### config.mk
export PLATFORM = sky130hd
export DESIGN_NAME = imem_boot_loader
export DESIGN_NICKNAME = d
export VERILOG_FILES = /design/src/rtl/boot_pkg.sv /design/src/rtl/word_assembler.sv /design/src/rtl/imem_boot_loader.sv
export SDC_FILE = /design/constraint.sdc
export NUM_CORES = 1
export LEC_CHECK = 0
export CORE_MARGIN = 4
export CORE_UTILIZATION = 28
export CTS_CLUSTER_SIZE = 8
export DETAILED_ROUTE_END_ITERATION = 8
export PLACE_DENSITY = 0.46
export SLEW_MARGIN = 20
export SYNTH_ARGS = -nofsm -noshare
export SYNTH_HDL_FRONTEND = slang
export SYNTH_SLANG_ARGS = --single-unit
### constraint.sdc
create_clock -name clk -period 2.6 [get_ports clk]
set_input_delay 0.52 -clock clk [delete_from_list [all_inputs] [get_ports clk]]
set_output_delay 0.52 -clock clk [all_outputs]
set_load 0.03 [all_outputs]
### src/rtl/boot_pkg.sv
// Shared definitions for the instruction-memory boot loader.
//   state_t   : loader FSM states
//   ERR_*     : err_code encodings reported while in ERROR
package boot_pkg;

    typedef enum logic [2:0] {
        IDLE,
        LEN_LO,
        LEN_HI,
        DATA,
        CHECK,
        DONE,
        ERROR
    } state_t;

    localparam logic [1:0] ERR_NONE = 2'b00;
    localparam logic [1:0] ERR_CHK  = 2'b01;
    localparam logic [1:0] ERR_LEN  = 2'b10;
    localparam logic [1:0] ERR_TMO  = 2'b11;

    // Word index to word-aligned byte address.
    function automatic logic [17:0] word_to_byte_addr(input logic [15:0] word_idx);
        return {word_idx, 2'b00};
    endfunction

endpackage

### src/rtl/word_assembler.sv
// Little-endian word assembler with running XOR checksum.
// Ports:
//   clk, rst    : clock and synchronous active-high reset
//   clear       : zero lane index, partial word and checksum
//   en          : accept data into lane byte_idx
//   data        : incoming byte
//   word        : partial word with the current byte already merged into its lane
//   chk         : XOR of every byte accepted since the last clear
//   word_ready  : en is completing lane 3 this cycle (word is whole)
module word_assembler
    import boot_pkg::*;
(
    input  logic        clk,
    input  logic        rst,
    input  logic        clear,
    input  logic        en,
    input  logic [7:0]  data,
    output logic [31:0] word,
    output logic [7:0]  chk,
    output logic        word_ready
);

    logic [31:0] word_q;
    logic [1:0]  byte_idx;
    logic [7:0]  chk_q;

    // Merge combinationally so the caller can register the completed word
    // on the same edge that accepts the last byte.
    always_comb begin
        word                   = word_q;
        word[8*byte_idx +: 8]  = data;
    end

    assign chk        = chk_q;
    assign word_ready = en && (byte_idx == 2'd3);

    always_ff @(posedge clk) begin
        if (rst || clear) begin
            word_q   <= 32'h0;
            byte_idx <= 2'd0;
            chk_q    <= 8'h0;
        end else if (en) begin
            word_q   <= word;
            byte_idx <= byte_idx + 2'd1;
            chk_q    <= chk_q ^ data;
        end
    end

endmodule

### src/rtl/imem_boot_loader.sv
// Boot loader: parses a UART byte frame (MAGIC, LEN_LO, LEN_HI, LEN words LSB
// first, XOR checksum), writes the words into instruction memory from address 0
// and releases the core reset only after a frame with a good checksum.
// Ports:
//   clk, rst            : clock and synchronous active-high reset
//   rx_data, rx_valid   : received byte and its one-cycle strobe
//   reload              : re-arm from DONE or ERROR
//   imem_we/addr/wdata  : instruction memory write port (registered)
//   core_rst_n          : active-low core reset, high only in DONE
//   load_done, load_err : status flags for DONE / ERROR
//   err_code            : reason for ERROR (ERR_* in boot_pkg)
module imem_boot_loader
    import boot_pkg::*;
#(
    parameter logic [7:0]  MAGIC       = 8'hA5,
    parameter int unsigned MAX_WORDS   = 1024,
    parameter int unsigned TIMEOUT_CYC = 100000,
    parameter int unsigned ADDR_W      = 32
) (
    input  logic              clk,
    input  logic              rst,
    input  logic [7:0]        rx_data,
    input  logic              rx_valid,
    input  logic              reload,
    output logic              imem_we,
    output logic [ADDR_W-1:0] imem_addr,
    output logic [31:0]       imem_wdata,
    output logic              core_rst_n,
    output logic              load_done,
    output logic              load_err,
    output logic [1:0]        err_code
);

    localparam int unsigned TMO_W = $clog2(TIMEOUT_CYC + 1);

    state_t           state;
    logic [7:0]       len_lo;
    logic [15:0]      len;
    logic [15:0]      word_cnt;
    logic [TMO_W-1:0] tmo_cnt;

    logic        in_frame;
    logic        tmo_hit;
    logic [15:0] rx_len;
    logic        asm_clear;
    logic        asm_en;
    logic        word_ready;
    logic [31:0] asm_word;
    logic [7:0]  asm_chk;

    assign in_frame  = (state == LEN_LO) || (state == LEN_HI) ||
                       (state == DATA)   || (state == CHECK);
    assign rx_len    = {rx_data, len_lo};
    // A byte arriving on the expiry cycle wins, hence the !rx_valid term.
    assign tmo_hit   = in_frame && !rx_valid && (32'(tmo_cnt) == TIMEOUT_CYC - 1);
    assign asm_clear = (state == LEN_HI) && rx_valid;
    assign asm_en    = (state == DATA) && rx_valid;

    word_assembler u_asm (
        .clk        (clk),
        .rst        (rst),
        .clear      (asm_clear),
        .en         (asm_en),
        .data       (rx_data),
        .word       (asm_word),
        .chk        (asm_chk),
        .word_ready (word_ready)
    );

    always_ff @(posedge clk) begin
        if (rst) begin
            state      <= IDLE;
            len_lo     <= 8'h0;
            len        <= 16'h0;
            word_cnt   <= 16'h0;
            tmo_cnt    <= '0;
            imem_we    <= 1'b0;
            imem_addr  <= '0;
            imem_wdata <= 32'h0;
            core_rst_n <= 1'b0;
            load_done  <= 1'b0;
            load_err   <= 1'b0;
            err_code   <= ERR_NONE;
        end else begin
            imem_we <= 1'b0;

            if (word_ready) begin
                imem_we    <= 1'b1;
                imem_addr  <= ADDR_W'(word_to_byte_addr(word_cnt));
                imem_wdata <= asm_word;
                word_cnt   <= word_cnt + 16'd1;
            end

            if (!in_frame || rx_valid) begin
                tmo_cnt <= '0;
            end else begin
                tmo_cnt <= tmo_cnt + TMO_W'(1);
            end

            case (state)
                IDLE: begin
                    if (rx_valid && rx_data == MAGIC) state <= LEN_LO;
                end
                LEN_LO: begin
                    if (rx_valid) begin
                        len_lo <= rx_data;
                        state  <= LEN_HI;
                    end
                end
                LEN_HI: begin
                    if (rx_valid) begin
                        len      <= rx_len;
                        word_cnt <= 16'h0;
                        if (32'(rx_len) > MAX_WORDS) begin
                            state    <= ERROR;
                            load_err <= 1'b1;
                            err_code <= ERR_LEN;
                        end else if (rx_len == 16'h0) begin
                            state <= CHECK;
                        end else begin
                            state <= DATA;
                        end
                    end
                end
                DATA: begin
                    if (word_ready && word_cnt == len - 16'd1) state <= CHECK;
                end
                CHECK: begin
                    if (rx_valid) begin
                        if (rx_data == asm_chk) begin
                            state      <= DONE;
                            load_done  <= 1'b1;
                            core_rst_n <= 1'b1;
                        end else begin
                            state    <= ERROR;
                            load_err <= 1'b1;
                            err_code <= ERR_CHK;
                        end
                    end
                end
                DONE: begin
                    if (reload) begin
                        state      <= IDLE;
                        load_done  <= 1'b0;
                        core_rst_n <= 1'b0;
                    end
                end
                ERROR: begin
                    if (reload) begin
                        state    <= IDLE;
                        load_err <= 1'b0;
                        err_code <= ERR_NONE;
                    end else if (rx_valid && rx_data == MAGIC) begin
                        state    <= LEN_LO;
                        load_err <= 1'b0;
                        err_code <= ERR_NONE;
                    end
                end
                default: state <= IDLE;
            endcase

            // Timeout only fires on idle cycles, so it never races a byte-driven transition.
            if (tmo_hit) begin
                state    <= ERROR;
                load_err <= 1'b1;
                err_code <= ERR_TMO;
            end
        end
    end

endmodule

Word level (Yosys, flattened, before mapping)
Index checks and enable logic that the tools add are counted. W data, S select, Z words.

Register bits: 155. Latch bits: 0. Memory bits (writable): 0. Bits in read-only memories: 0. Input port bits: 12. Output and inout port bits: 70. Word-level logic and storage cells: 112. Memories kept: 0.

$add $sub $neg: 5. $mul: 0. Div/mod/pow operators: 0. Magnitude comparators: 1. Equal/unequal tests: 25. Shift operators: 2. Muxes and demuxes: 37. Bitwise gates (word level): 1. Reduce and logical (&&, ||, !) cells: 26.

Operators by type and width (count): $mux W16 (3); $neg A5 Y34 (1); $shift A8 B34 Y32 const A (1); $shiftx A8 B34 Y32 (1); $bwmux W32 (1); $mux W3 (10); $pmux W3 S7 (1); $add A17 B1 Y17 const B (1); $eq A17 B17 Y1 const B (1); $add A16 B1 Y16 const B (1); $eq A16 B16 Y1 (1); $gt A16 B11 Y1 const B (1); $logic_not A16 Y1 (1); $mux W2 (8); $sub A16 B1 Y16 const B (1); $ne A3 B3 Y1 const B (5); $mux W1 (11); $reduce_and A5 Y1 (2); $eq A3 B3 Y1 const B (3); $eq A8 B8 Y1 (1); $eq A8 B8 Y1 const B (1); $ne A2 B2 Y1 const B (4); $xor A8 B8 Y8 (1); $logic_and A1 B1 Y1 (7); 19 further kinds (29).

Longest topological paths before layout
Word-level depth: 8. Gate-level depth with buffers: 9.

Hierarchy
Synthesis repeated with hierarchy kept, for this count alone.

Cell total of the unflattened synthesis: 875. Area, all modules: 7519.7 µm².

Modules (own cells, without submodules): imem_boot_loader (times used 1, cells each 610, area each 5418.9 µm², seq. area each 2262.2 µm²); word_assembler (times used 1, cells each 265, area each 2100.8 µm², seq. area each 840.8 µm²).

Worst setup path before layout
Ideal clock, no wire load.

Kind: input-to-reg. Start: input port rx_data[4]. End: register load_err. Data arrival time: 2143 ps. Data required time: 2530 ps. Setup slack: 386 ps. Stages on the path: 7. Buffers on the path: 1. Cell sequence: clkbuf_1 or3_1 or4_1 o211ai_2 a21oi_1 nand3b_1 a21oi_1.

Word-level cells in the longest chain between the ends: 4. Elaborated cells on any way between the ends: 8.

Ends and longest elaborated chain: start: declaration (line imem_boot_loader.sv:22) `input logic [7:0] rx_data,`; parallel branches: the longest is 3 deep, another holds $gt A16 B11 Y1; $reduce_and A6 Y1 (no source line) *; end signal: assignment (line imem_boot_loader.sv:151) `load_err <= 1'b0;`; end signal: assignment (line imem_boot_loader.sv:155) `load_err <= 1'b0;`; end signal: assignment (line imem_boot_loader.sv:165) `load_err <= 1'b1;`; end: declaration (line imem_boot_loader.sv:30) `output logic load_err,`.

Mark *: on every way between the ends. A chain may end at the register's enable or synchronous reset.

Final worst setup path
Start: register len[1]. End: register state[1].

Word-level cells in the longest chain between the ends: 5.

Ends and longest elaborated chain: start: declaration (line imem_boot_loader.sv:38) `logic [15:0] len;`; start signal: assignment (line imem_boot_loader.sv:112) `len <= rx_len;`; $sub A16 B1 Y16 (line imem_boot_loader.sv:126) `if (word_ready && word_cnt == len - 16'd1) state <= CHECK;`; $eq A16 B16 Y1 (line imem_boot_loader.sv:126); $logic_and A1 B1 Y1 (line imem_boot_loader.sv:126); $ne A3 B2 Y1 (no source line); $reduce_and A5 Y1 (no source line); end signal: assignment (line imem_boot_loader.sv:126); end signal: assignment (line imem_boot_loader.sv:131) `state <= DONE;`; end signal: assignment (line imem_boot_loader.sv:135) `state <= ERROR;`; end: declaration (line imem_boot_loader.sv:36) `state_t state;`.

No other way between the ends.

==> summary.txt <==
Yosys cell types: 59
gp weighted congestion: 0.7841
number of flops mapped to enable cells by yosys: 0
Worst Max-Slew Pin Slew: 778.9 ps
TritonCTS buffer count: 17
GRT Total Usage: 13.75%
CTS Root Buffer Type: clkbuf_16
Initial Util: 28.65%
1st-iter DRT viols: 313
Worst EP required: 2900 ps
Max Cap Viol: 0
CORE AREA: 0.02533 mm²
largest net degree at the start of global routing: 71
die footprint: 0.02856 mm²
async set-or-reset flop fraction in the synthesized netlist: 0%
CTS tree: done
syn_area_per_cell: 8.172 µm²
Nets: 979
fin crit period: 2493 ps
Post-CTS Setup Inserts: 0
DP Wirelength: 13.32 mm
f_max: 401.1 MHz
met3 WL: 600 µm
# fillers: 2645
final wirelength: 19.27 mm
wire length of the first global-routing pass: 31.83 mm
top-level port count: 82
leakage power: 3.096 nW
layout cell share with drive strength beyond 1: 9.897%
Hold Buf Count CTS: 0
worst-path maximum fanout: 4
Post-CTS Resized: 0
TritonCTS sink count: 155
Top FF cell, synth: dfxtp_1
RSZ-0062 raised after global routing: false
1st-pass router iterations: 5
Clk Latency, worst-skew pair: 420 ps
Min Hold Slack: 436.7 ps
Layout Skew: 11.56 ps
M1 WL: 9.717 mm
Fin. Hold Viols: 0
Die Wd: 169.0 µm
# diodes: 0
routed via count: 6083
DRT antenna net count: 0
Via-to-Cell Ratio: 4.679
Worst slew margin: 48.07%
vias in the first global route: 5927
Max Used Layer: met4
total power: 5.990 mW
Crit path arrival time: 2790 ps
#FFs+latches synth: 155
outcome: finished clean
commonest non-fill, non-tap cell in the layout: dfxtp_1
met2 wire length: 8.779 mm
grt total ovfl: 0
critical path class: register to register
Slew Viols, Final: 0
post-DR wirelength/cell: 14.82 µm
synthesized instance count: 888
worst hold path type: primary input to register
most frequent cells in the layout: 155 x dfxtp_1, 133 x nor2_1, 101 x nand2_1, 79 x a21oi_1, 66 x a211oi_1
number of placement rows: 58
Max VDD drop: 0.2721 mV
PwrDens: 663.2 mW/mm²
register area share after synthesis: 42.76%
Area growth syn-to-layout: 24.47%
H-tree depth: 4
Chip Height: 169.0 µm
initial antenna violation count: 0
deepest clock path buffer count: 2
Final setup viols: 0
Tcrit/Tclk final: 95.89%
Post-route DRC: 0
CP endpoint kind: register
yosys warns: 0
Synth Cell Area: 0.007257 mm²
Startpoint Class: register
I/O Buffers: 65
clk slew on worst S/H paths: 70 ps
## state kept, by name (all words and copies together) (netlist names), named ones only
name	flops
load_err	1
u_asm.chk	8
word_cnt	2
len	16
imem_we	1
u_asm.byte_idx	2
err_code	2
state	3
imem_addr	16
len_lo	8
u_asm.word_q	32
imem_wdata	32
load_done	1
tmo_cnt	17
## synth_stat cells, drive strengths merged, types with 2 or more instances
| master | count | share of area, % |
|---|---|---|
| and4 | 6 | 0.72 |
| or3 | 4 | 0.34 |
| or2 | 2 | 0.17 |
| nor2 | 133 | 6.9 |
| a21oi | 79 | 5.4 |
| ha | 9 | 1.6 |
| nor3b | 3 | 0.31 |
| xor2 | 31 | 3.7 |
| a31oi | 6 | 0.52 |
| and3 | 11 | 0.95 |
| nor2b | 38 | 3.3 |
| o311ai | 3 | 0.36 |
| o211ai | 2 | 0.28 |
| o22ai | 4 | 0.34 |
| o21ai | 6 | 0.41 |
| a311oi | 2 | 0.24 |
| xnor2 | 32 | 3.9 |
| or4 | 3 | 0.31 |
| inv | 13 | 0.67 |
| nor4 | 9 | 0.86 |
| o31ai | 2 | 0.21 |
| a211oi | 66 | 6.8 |
| nor3 | 16 | 1.1 |
| nand3 | 21 | 1.4 |
| or3b | 3 | 0.36 |
| buf | 32 | 2.6 |
| dfxtp | 155 | 43 |
| nor4bb | 3 | 0.41 |
| nand2 | 102 | 5.3 |
| nor4b | 2 | 0.33 |
| nand4 | 9 | 0.78 |
| and4b | 3 | 0.41 |
| clkbuf | 47 | 2.4 |
| mux2i | 10 | 1.4 |
| and2 | 4 | 0.34 |
## area by class of cell
class | count | area [µm²] | share of cell area [%]
multi-input combinational | 656 | 3807 | 42.15
sequential | 155 | 3103 | 34.35
timing repair buffer | 115 | 1071 | 11.86
clock buffer | 20 | 456.7 | 5.056
tap | 330 | 412.9 | 4.571
clock inverter | 11 | 132.6 | 1.468
inverter | 13 | 48.80 | 0.5402
## final timing paths
kind	slack [ps]	end	startpoint	depth (start not counted)
setup reg to reg	110	state[1]$_SDFFE_PP0P_	len[1]$_SDFFE_PP0P_	9
hold reg to reg	450	imem_addr[10]$_SDFFE_PP0P_	imem_addr[10]$_SDFFE_PP0P_	2
hold / removal	440	register	rst	3
setup / recovery	110	state[1]$_SDFFE_PP0P_	len[1]$_SDFFE_PP0P_	9
## per-layer routing
metal  vias to the layer above  global-route usage, %
li1                       3188                      -
met1                      2781                  19.11
met2                       102                  21.80
met3                        12                  2.756
met4                         0                  3.745
met5                         -                      0
## power by group
| group | switching (mW) | internal [mW] | total (mW) |
|---|---|---|---|
| clock | 1.05 | 1.47 | 2.53 |
| sequential | 0.0839 | 2.46 | 2.54 |
| combinational | 0.568 | 0.357 | 0.925 |
## through the flow
step	cells	instance area [µm²]	TNS [ps]	util, %	setup WS [ps]
3_3_place_gp	1269	8443	-17.10	33.34	-17.10
6_report	1300	9032	0	35.66	106.9
3_5_place_dp	1269	8443	-52.53	33.34	-26.94
4_1_cts	1300	9032	0	35.66	66.38
5_1_grt	1300	9032	0	35.66	4.721
2_1_floorplan	903	7313	0	-	386.4
## cells by family (layout without fill, tap and decap cells)
kind of cell    after synthesis  in the layout  synth area share (%)
simple gates                378            378                 25.03
mux                          10             10                 1.379
buf+inv                      92            159                 5.707
compound gates              179            179                 15.78
xor+xnor                     63             63                 7.603
other cells                   1             16               0.05167
flops                       155            155                 42.76
fa+ha+maj                    10             10                 1.690
## critical path: stages, from the launching register on
cell and delay [ps]:
dfxtp_1 330, inv_1 70, ha_1 200, or4b_4 520
or4_1 520, o311ai_1 90, o22ai_1 150, nor4_2 220
buf_4 180, o21ai_0 70
Note: power is estimated with default switching activity, not from simulation.
==> variant (same flow settings) <==
Set the parameter `ADDR_W` to 36 (it was 32).
--- a/src/rtl/imem_boot_loader.sv
+++ b/src/rtl/imem_boot_loader.sv
@@ -16,5 +16,5 @@
     parameter int unsigned MAX_WORDS   = 1024,
     parameter int unsigned TIMEOUT_CYC = 100000,
-    parameter int unsigned ADDR_W      = 32
+    parameter int unsigned ADDR_W      = 36
 ) (
     input  logic              clk,
Interface: changed (resized imem_addr); port bits go from 82 to 86. The function was not compared with the original's and may differ.
==> variant against the unedited design <==
- sequential power barely moved
- sequential cell count stayed put
- final area decreased by 0.89%
- wire length is 1.3% higher
- power down 1.4%
- cell count decreased by 0.31%
- synthesized cell count grew 0.45%
- worst setup slack better by 0.047 ns
- synthesized area rose by 0.41%
- largest power group unchanged
- highest routed layer unchanged
==> variant: results (changes against the unedited design) <==
Cell family with most CP delay = simple AND/OR/NAND/NOR gates (unchanged)
Sequential fraction of the synthesis area = 42.6% (was 42.8%)
Met1 Use GR = 19.6% (was 19.1%)
Vias = 6106 (was 6083)
Fill count = 2695 (was 2645)
Max stage delay cell, worst path = or4b_4 (unchanged)
Grt met3 use = 2.75% (was 2.76%)
Hold WC Path Type = reg2reg (was in2reg)
Vias in the first global route = 5752 (was 5927)
Worst-path clk slew = 0.06 ns
Clock Tree Root = clkbuf_16 (unchanged)
Placed Area = 8390 sq um (was 8440 sq um)
Clock Sinks = 155 (unchanged)
Worst-case clock buffer depth = 2 (unchanged)
Initial antenna violation count = 0 (unchanged)
Max VDD drop = 0.378 mV (was 0.272 mV)
DRT iter0 DRCs = 317 (was 313)
CTS Buf Count = 17 (unchanged)
DR WL met3 = 694 um (was 600 um)
Comb. pwr = 942 uW (was 925 uW)
Post-route non-filler standard cell count = 1296 (was 1300)
Clk power = 2430 uW (was 2530 uW)
Share of layout cells above drive strength 1 = 9.11% (was 9.90%)
First-pass GRT wire length = 32200 um (was 31800 um)
Largest net degree at the start of global routing = 76 (was 71)
Clock Latency Late Sink = 0.43 ns
Top cells by area, synth = dfxtp_1 43%, nor2_1 6.9%, a211oi_1 6.8% (unchanged)
Final wirelength = 19500 um (was 19300 um)
Met2 Wirelength = 8730 um (was 8780 um)
Mapped Avg Cell Area = 8.17 sq um (about the same)
Leakage = 0.00305 uW (was 0.00310 uW)
P_int = 4190 uW (was 4290 uW)
Slowest stage delay, CP = 0.51 ns
Final nets = 975 (was 979)
GRT Overall Usage = 13.9% (was 13.7%)
Routability cong. = 0.793 (was 0.784)
Largest regs = imem_wdata: 32 flops, u_asm.word_q: 32 flops, tmo_cnt: 17 flops (unchanged)
Pwr Total = 5910 uW (was 5990 uW)
Slew headroom = 58.9% (was 48.1%)
Clock Skew = 0.0115 ns (was 0.0116 ns)
Asr flop ratio synth = 0% (unchanged)
Post-DP HPWL = 13400 um (was 13300 um)
Status = finished, final reports clean (unchanged)
DR top layer = met4 (unchanged)
Arr. time, crit path = 2.75 ns (was 2.79 ns)
Synth unique cells = 59 (unchanged)
M1 wire length = 9790 um (was 9720 um)
Grt met2 use = 21.4% (was 21.8%)
## variant: cell types whose count changed after synthesis, sizes merged
cell and delta:
buf +4
## variant: layout make-up
type / count / area [sq um] / share of cell area, %
Clock buffer: 20 / 457 / 5.10
Clock inverter: 11 / 110 / 1.23
Inverter: 13 / 48.8 / 0.545
Multi-Input combinational cell: 660 / 3820 / 42.7
Sequential cell: 155 / 3100 / 34.7
Tap cell: 330 / 413 / 4.61
Timing Repair Buffer: 107 / 998 / 11.2
## variant: cells by family (layout without fill, tap and decap cells)
family	count (synthesis)	in the layout	share of synthesized area [%]
buffers and inverters	96	151	6.10
and+or+nand+nor	378	378	24.9
AOI/OAI and AO/OA	179	179	15.7
xor gates and xnor gates	63	63	7.57
muxes	10	10	1.37
other	1	20	0.0515
adders and majority gates	10	10	1.68
DFF	155	155	42.6
## variant: path summary, 6_finish.rpt
| kind | slack [ns] | depth (start not counted) | start | to |
|---|---|---|---|---|
| setup / recovery | 0.15 | 9 | len[0]$_SDFFE_PP0P_ | state[0]$_SDFFE_PP0P_ |
| hold / removal | 0.45 | 2 | imem_addr[12]$_SDFFE_PP0P_ | imem_addr[12]$_SDFFE_PP0P_ |
| setup reg to reg | 0.15 | 9 | len[0]$_SDFFE_PP0P_ | state[0]$_SDFFE_PP0P_ |
| hold reg to reg | 0.45 | 2 | imem_addr[12]$_SDFFE_PP0P_ | imem_addr[12]$_SDFFE_PP0P_ |
## variant: per-stage QoR
stage	util, %	setup WS [ns]
after floorplan	-	0.386
after global placement	33.0	-0.0242
after detailed placement	33.0	-0.0510
after CTS	35.2	0.136
after global routing	35.2	0.0447
final	35.2	0.154
## variant: worst min-delay path, delay by kind of cell (launching register included)
kind	cells	cell delay, ns
flip-flops	1	0.31
AND/OR/NAND/NOR	1	0.05
AO/OA/AOI/OAI	1	0.05
